--- config.mk ---
export PLATFORM = sky130hd
export DESIGN_NAME = mips_alu_seq_flat
export DESIGN_NICKNAME = d
export VERILOG_FILES = /design/src/rtl/mips_alu_seq_if.sv /design/src/rtl/mips_alu_seq.sv /design/src/flat_wrapper.sv
export SDC_FILE = /design/constraint.sdc
export NUM_CORES = 1
export LEC_CHECK = 0
export ABC_AREA = 1
export CAP_MARGIN = 20
export CORE_ASPECT_RATIO = 1.2
export CORE_MARGIN = 8
export CORE_UTILIZATION = 33
export CTS_CLUSTER_DIAMETER = 100
export CTS_CLUSTER_SIZE = 40
export DETAILED_ROUTE_END_ITERATION = 16
export GPL_ROUTABILITY_DRIVEN = 1
export PLACE_DENSITY = 0.59
export SETUP_SLACK_MARGIN = 0.1
export SLEW_MARGIN = 10
export SYNTH_ARGS = -nofsm -noshare
export SYNTH_HDL_FRONTEND = slang
export SYNTH_SLANG_ARGS = --single-unit
--- constraint.sdc ---
create_clock -name clk -period 6.11 [get_ports clk]
set_input_delay 1.222 -clock clk [delete_from_list [all_inputs] [get_ports clk]]
set_output_delay 1.222 -clock clk [all_outputs]
set_load 0.01 [all_outputs]
--- src/rtl/mips_alu_seq_if.sv ---
// Request/response bundle for the sequential MIPS ALU.
// The master drives operands and start; the slave returns status and results.
interface mips_alu_seq_if #(
    parameter int W = 8
);
    logic         start;
    logic [3:0]   alu_ctl;
    logic [W-1:0] a;
    logic [W-1:0] b;
    logic         busy;
    logic         done;
    logic [W-1:0] alu_out;
    logic [W-1:0] hi;
    logic         zero;
    logic         overflow;
    logic         div_zero;

    modport master (
        output start, alu_ctl, a, b,
        input  busy, done, alu_out, hi, zero, overflow, div_zero
    );

    modport slave (
        input  start, alu_ctl, a, b,
        output busy, done, alu_out, hi, zero, overflow, div_zero
    );
endinterface

--- src/rtl/mips_alu_seq.sv ---
// Registered MIPS ALU with iterative unsigned multiply and divide.
// Single-cycle ops complete in one edge; mult/div take W iteration cycles.
module mips_alu_seq #(
    parameter int W = 8
) (
    input  logic          clk,
    input  logic          rst_n,
    mips_alu_seq_if.slave bus
);
    localparam int SHW = $clog2(W);

    typedef enum logic [3:0] {
        OP_AND  = 4'b0000,
        OP_OR   = 4'b0001,
        OP_ADD  = 4'b0010,
        OP_XOR  = 4'b0011,
        OP_SLL  = 4'b0100,
        OP_SRL  = 4'b0101,
        OP_SUB  = 4'b0110,
        OP_SLT  = 4'b0111,
        OP_SRA  = 4'b1000,
        OP_SLTU = 4'b1001,
        OP_MULT = 4'b1010,
        OP_DIV  = 4'b1011,
        OP_NOR  = 4'b1100
    } op_e;

    typedef enum logic {IDLE, ITER} state_e;

    state_e         state_q;
    logic           is_div_q;
    logic [SHW-1:0] count_q;
    logic [W-1:0]   opnd_q;
    logic [W-1:0]   acc_hi_q;
    logic [W-1:0]   acc_lo_q;
    logic [W-1:0]   alu_out_q;
    logic [W-1:0]   hi_q;
    logic           ovf_q;
    logic           dz_q;
    logic           done_q;

    logic [W-1:0]   sum;
    logic [W-1:0]   diff;
    logic [SHW-1:0] sh;
    logic [W-1:0]   res_d;
    logic           ovf_d;

    assign sum  = bus.a + bus.b;
    assign diff = bus.a - bus.b;
    assign sh   = bus.b[SHW-1:0];

    always_comb begin
        res_d = '0;
        ovf_d = 1'b0;
        case (bus.alu_ctl)
            OP_AND:  res_d = bus.a & bus.b;
            OP_OR:   res_d = bus.a | bus.b;
            OP_XOR:  res_d = bus.a ^ bus.b;
            OP_NOR:  res_d = ~(bus.a | bus.b);
            OP_ADD: begin
                res_d = sum;
                ovf_d = (bus.a[W-1] == bus.b[W-1]) &&
                        (sum[W-1] != bus.a[W-1]);
            end
            OP_SUB: begin
                res_d = diff;
                ovf_d = (bus.a[W-1] != bus.b[W-1]) &&
                        (diff[W-1] != bus.a[W-1]);
            end
            OP_SLT:  res_d = {{(W-1){1'b0}},
                              ($signed(bus.a) < $signed(bus.b))};
            OP_SLTU: res_d = {{(W-1){1'b0}}, (bus.a < bus.b)};
            OP_SLL:  res_d = bus.a << sh;
            OP_SRL:  res_d = bus.a >> sh;
            OP_SRA:  res_d = $signed(bus.a) >>> sh;
            default: res_d = '0;
        endcase
    end

    // One shift-add or restoring-divide step on the {acc_hi, acc_lo} pair
    logic [W:0]   madd;
    logic [W:0]   dtrial;
    logic [W-1:0] nxt_hi_d;
    logic [W-1:0] nxt_lo_d;

    always_comb begin
        madd   = {1'b0, acc_hi_q} +
                 (acc_lo_q[0] ? {1'b0, opnd_q} : '0);
        dtrial = {acc_hi_q, acc_lo_q[W-1]} - {1'b0, opnd_q};
        if (!is_div_q) begin
            nxt_hi_d = madd[W:1];
            nxt_lo_d = {madd[0], acc_lo_q[W-1:1]};
        end else if (!dtrial[W]) begin
            nxt_hi_d = dtrial[W-1:0];
            nxt_lo_d = {acc_lo_q[W-2:0], 1'b1};
        end else begin
            nxt_hi_d = {acc_hi_q[W-2:0], acc_lo_q[W-1]};
            nxt_lo_d = {acc_lo_q[W-2:0], 1'b0};
        end
    end

    always_ff @(posedge clk or negedge rst_n) begin
        if (!rst_n) begin
            state_q   <= IDLE;
            is_div_q  <= 1'b0;
            count_q   <= '0;
            opnd_q    <= '0;
            acc_hi_q  <= '0;
            acc_lo_q  <= '0;
            alu_out_q <= '0;
            hi_q      <= '0;
            ovf_q     <= 1'b0;
            dz_q      <= 1'b0;
            done_q    <= 1'b0;
        end else begin
            done_q <= 1'b0;
            case (state_q)
                IDLE: begin
                    if (bus.start) begin
                        if (bus.alu_ctl == OP_MULT) begin
                            state_q  <= ITER;
                            is_div_q <= 1'b0;
                            count_q  <= '0;
                            opnd_q   <= bus.a;
                            acc_hi_q <= '0;
                            acc_lo_q <= bus.b;
                        end else if (bus.alu_ctl == OP_DIV &&
                                     bus.b != '0) begin
                            state_q  <= ITER;
                            is_div_q <= 1'b1;
                            count_q  <= '0;
                            opnd_q   <= bus.b;
                            acc_hi_q <= '0;
                            acc_lo_q <= bus.a;
                        end else if (bus.alu_ctl == OP_DIV) begin
                            alu_out_q <= '1;
                            hi_q      <= bus.a;
                            ovf_q     <= 1'b0;
                            dz_q      <= 1'b1;
                            done_q    <= 1'b1;
                        end else begin
                            alu_out_q <= res_d;
                            hi_q      <= '0;
                            ovf_q     <= ovf_d;
                            dz_q      <= 1'b0;
                            done_q    <= 1'b1;
                        end
                    end
                end
                ITER: begin
                    acc_hi_q <= nxt_hi_d;
                    acc_lo_q <= nxt_lo_d;
                    count_q  <= count_q + 1'b1;
                    if (count_q == SHW'(W-1)) begin
                        state_q   <= IDLE;
                        alu_out_q <= nxt_lo_d;
                        hi_q      <= nxt_hi_d;
                        ovf_q     <= 1'b0;
                        dz_q      <= 1'b0;
                        done_q    <= 1'b1;
                    end
                end
                default: state_q <= IDLE;
            endcase
        end
    end

    assign bus.busy     = (state_q == ITER);
    assign bus.done     = done_q;
    assign bus.alu_out  = alu_out_q;
    assign bus.hi       = hi_q;
    assign bus.zero     = (alu_out_q == '0);
    assign bus.overflow = ovf_q;
    assign bus.div_zero = dz_q;
endmodule
--- src/flat_wrapper.sv ---
// flat-port wrapper written by rule: the top's interface ports become plain ports
module mips_alu_seq_flat 
#(
    parameter int W = 8
)
  (clk, rst_n, bus_start, bus_alu_ctl, bus_a, bus_b, bus_busy, bus_done, bus_alu_out, bus_hi, bus_zero, bus_overflow, bus_div_zero);
  mips_alu_seq_if #(.W(W)) bus_i ();
  input  logic clk;
  input  logic rst_n;
  input wire logic [$bits(bus_i.start)-1:0] bus_start;
  input wire logic [$bits(bus_i.alu_ctl)-1:0] bus_alu_ctl;
  input wire logic [$bits(bus_i.a)-1:0] bus_a;
  input wire logic [$bits(bus_i.b)-1:0] bus_b;
  output wire logic [$bits(bus_i.busy)-1:0] bus_busy;
  output wire logic [$bits(bus_i.done)-1:0] bus_done;
  output wire logic [$bits(bus_i.alu_out)-1:0] bus_alu_out;
  output wire logic [$bits(bus_i.hi)-1:0] bus_hi;
  output wire logic [$bits(bus_i.zero)-1:0] bus_zero;
  output wire logic [$bits(bus_i.overflow)-1:0] bus_overflow;
  output wire logic [$bits(bus_i.div_zero)-1:0] bus_div_zero;
  assign bus_i.start = bus_start;
  assign bus_i.alu_ctl = bus_alu_ctl;
  assign bus_i.a = bus_a;
  assign bus_i.b = bus_b;
  assign bus_busy = bus_i.busy;
  assign bus_done = bus_i.done;
  assign bus_alu_out = bus_i.alu_out;
  assign bus_hi = bus_i.hi;
  assign bus_zero = bus_i.zero;
  assign bus_overflow = bus_i.overflow;
  assign bus_div_zero = bus_i.div_zero;
  mips_alu_seq #(.W(W)) u_core (.clk(clk), .rst_n(rst_n), .bus(bus_i));
endmodule
==> results.cfg <==
[clock_network]
cts_buffers = 5
cts_tree = done
cts_max_level = 2
clk_path_buf_depth = 2
insertion_delay_ns = 0.29
clkTransAtPathRegs_ns = 0.07
root_buffer = clkbuf_16
cts_setup_buffers = 0
cts_sinks = 48
cts-resized-gates = 0
cts_hold_buf = 0

[grt]
antenna_found_initial = 0
track_usage = 0.1875
grt-ovfl-total = 0
grt_pass1_wl_um = 30680
grt_max_degree = 49
grt_pass1_vias = 5617

[min_path]
hold_start = u_core.count_q[0]
hp-class = flip-flop to flip-flop

[timing]
fin_crit_ns = 3.963
max_slew_margin = 0.3424
hold_violations = 0
setup_tns_ns = 0
max_freq_ghz = 0.2523
rsz0062_at_grt = no
maxSlewViolCount = 0
tightest_slew_ns = 0.9827
setup_viol = 0
layout_setup_ws_ns = 2.147
min_period_over_period = 0.6487
holdWs_ns = 0.4752
fin_skew_ns = 0.005547

[cells_and_area]
multi_input_area_um2 = 3525
area_delta_synth_final_pct = 12.85
stdcell_count = 1087
final_nets = 946
drive_gt1_frac = 0.04114
fillers = 1743
antennaDiodeCount = 0
register_area_um2 = 1201
final_core_util = 0.3766

[logic_synthesis]
syn_area_um2 = 5345
yosysWarnings = 0
synthCells = 850
synth_seq_area_share = 0.2247
syn-num-nets = 921
synth.avg_cell_area_um2 = 6.288
synth-seq-cells = 48
synth.distinct_cells = 40

[setup_path]
cp.required_ns = 6.29
worst_setup_path_end_kind = flip-flop
cp_top_family = buffers and inverters
critPathMaxFanout = 11
crit_path_start_kind = input port
cp_cell_sequence = clkdlybuf4s50_1, clkinv_1, ha_1, inv_1, a21oi_1, nand2_1, o21ai_0, nand2_1, o21ai_1, a21oi_1
worst_path_max_delay_cell = clkdlybuf4s50_1
crit_path_start = bus_b[2]
r2r-start = u_core.acc_lo_q[7]
path_class = input port to flip-flop
crit_buf_inv = 3
slowest_delay_ns = 0.87
worstPathArrival_ns = 4.14

[route]
totalWireLength_um = 19040
vias = 5665
avgViaCountPerCell = 5.212
ant_nets = 0
drt_first_pass_iters = 8
route.detailed.drc = 0
initialDrtViolationCount = 529
routedWlPerCell_um = 17.51

[floorplanning]
die_area_um2 = 20540
die_y_um = 155.4
die_x_um = 132.2
num_rows = 51
initial_core_util = 0.3337
ios = 44
core_area_um2 = 16020

[placement]
dpl.hpwl_um = 15130
portBuffers = 43
place_ws_ns = 1.865
place.gp.congestion = 0.9819
dpl.cell_count = 1080

[job]
maxCapViolCount = 0

[status]
status = complete, no violations

[pwr]
power.density_nw_per_um2 = 428.2
p_leak_nw = 3.166
ir_worst_vdd_mv = 0.1429
==> final cells by class <==
type | instances | area share
Clock inverter | 1 | 0.001452
Tap cell | 212 | 0.04397
Multi-Input combinational cell | 656 | 0.5843
Sequential cell | 48 | 0.1991
Inverter | 118 | 0.07384
Clock buffer | 6 | 0.02302
Timing Repair Buffer | 46 | 0.07426
==> power by group <==
part	internal (mW)	switching, mW	leakage, nW
Sequential	0.476	0.148	0.583
Clock	0.162	0.123	0.0729
Combinational	0.645	1.03	2.51
Total	1.28	1.30	3.17
==> stage by stage <==
| stage | instance area [um2] | total power [mW] |
|---|---|---|
| 2_1_floorplan | 5345 | 1.822 |
| 3_3_place_gp | 5884 | 2.311 |
| 3_5_place_dp | 5884 | 2.311 |
| 4_1_cts | 6032 | 2.605 |
| 5_1_grt | 6032 | 2.870 |
| 6_report | 6032 | 2.583 |
==> layout by cell type (no fill, tap or decap), types with 2 or more instances in the layout <==
cell type / synthesis / final
o21bai_1: 3 / 3
inv_1: 111 / 111
xnor2_1: 7 / 7
o21ai_0: 50 / 50
o22ai_1: 2 / 2
a21oi_1: 34 / 34
nand2_1: 250 / 250
xor2_1: 3 / 3
or2_2: 4 / 4
nor2_4: 2 / 2
clkdlybuf4s50_1: 0 / 42
a31oi_1: 2 / 2
clkinv_1: 2 / 2
a21boi_0: 4 / 4
inv_2: 4 / 4
nor2_2: 2 / 2
nand3_1: 88 / 88
ha_1: 44 / 44
a21boi_1: 5 / 5
buf_4: 5 / 3
nor2_1: 78 / 78
nand2_2: 7 / 7
o21ai_1: 6 / 6
o211ai_1: 14 / 14
clkbuf_16: 0 / 5
nand2_4: 3 / 3
nor2_8: 2 / 2
a22o_1: 9 / 9
nor3_1: 2 / 2
nand4_1: 26 / 26
dfrtp_1: 48 / 48
fa_1: 4 / 4
==> worst paths after layout <==
check                                   endpoint  slack (ns)  cells after the start
max                        u_core.bus.alu_out[3]        2.15                     10
min                            u_core.count_q[0]        0.48                      1
max reg2reg                     u_core.bus.hi[4]        3.34                     14
min reg2reg                    u_core.count_q[0]        0.48                      1
max in group asynchronous    u_core.bus.overflow        4.65                      2
min in group asynchronous     u_core.acc_lo_q[2]        1.03                      2
==> cell usage after synthesis <==
library cell,instances,area share
xnor2_1,7,0.011
o211ai_1,14,0.020
o21bai_1,3,0.0042
a21oi_1,34,0.032
buf_4,5,0.0070
nor3_1,2,0.0019
a31oi_1,2,0.0023
nor2_8,2,0.0075
fa_1,4,0.015
inv_1,111,0.078
buf_6,5,0.011
clkbuf_1,8,0.0056
a21boi_0,4,0.0056
o21ai_1,6,0.0056
inv_4,1,0.0012
a21boi_1,5,0.0070
nor2_2,2,0.0023
nand3_1,88,0.082
nand2_2,7,0.0082
and2_1,1,0.0012
xor2_1,3,0.0049
nand3b_1,1,0.0014
nand2_1,250,0.18
clkinv_1,2,0.0014
nor2_1,78,0.055
or2_2,4,0.0047
a21o_1,1,0.0014
nand4_1,26,0.030
or2_0,1,0.0012
nor2_4,2,0.0042
o21a_1,1,0.0014
buf_2,9,0.0084
o22ai_1,2,0.0023
clkbuf_2,1,0.00094
a22o_1,9,0.015
ha_1,44,0.10
nand2_4,3,0.0063
inv_2,4,0.0028
o21ai_0,50,0.047
dfrtp_1,48,0.22
==> logic make-up after synthesis <==
family | share of synthesized area
AOI/OAI and AO/OA | 0.1430
xor gates and xnor gates | 0.01639
adders and majority gates | 0.1180
buffers and inverters | 0.1159
DFF | 0.2247
and+or+nand+nor | 0.3820
==> sequential cells by signal, indices dropped and copies added (netlist names) <==
name	count
u_core.acc_hi_q	8
u_core.acc_lo_q	8
u_core.bus.alu_out	8
u_core.bus.hi	8
u_core.opnd_q	8
u_core.count_q	3
u_core.bus.busy	1
u_core.bus.div_zero	1
u_core.bus.done	1
u_core.bus.overflow	1
u_core.is_div_q	1
==> layer usage <==
layer / wire (um) / GRT usage / vias up
li1: - / - / 2813
met1: 7802 / 0.2213 / 2598
met2: 9326 / 0.3264 / 204
met3: 809 / 0.01355 / 50
met4: 1100 / 0.1165 / 0
met5: 0 / 0 / -
No activity file was read; power rests on OpenSTA's default activity.
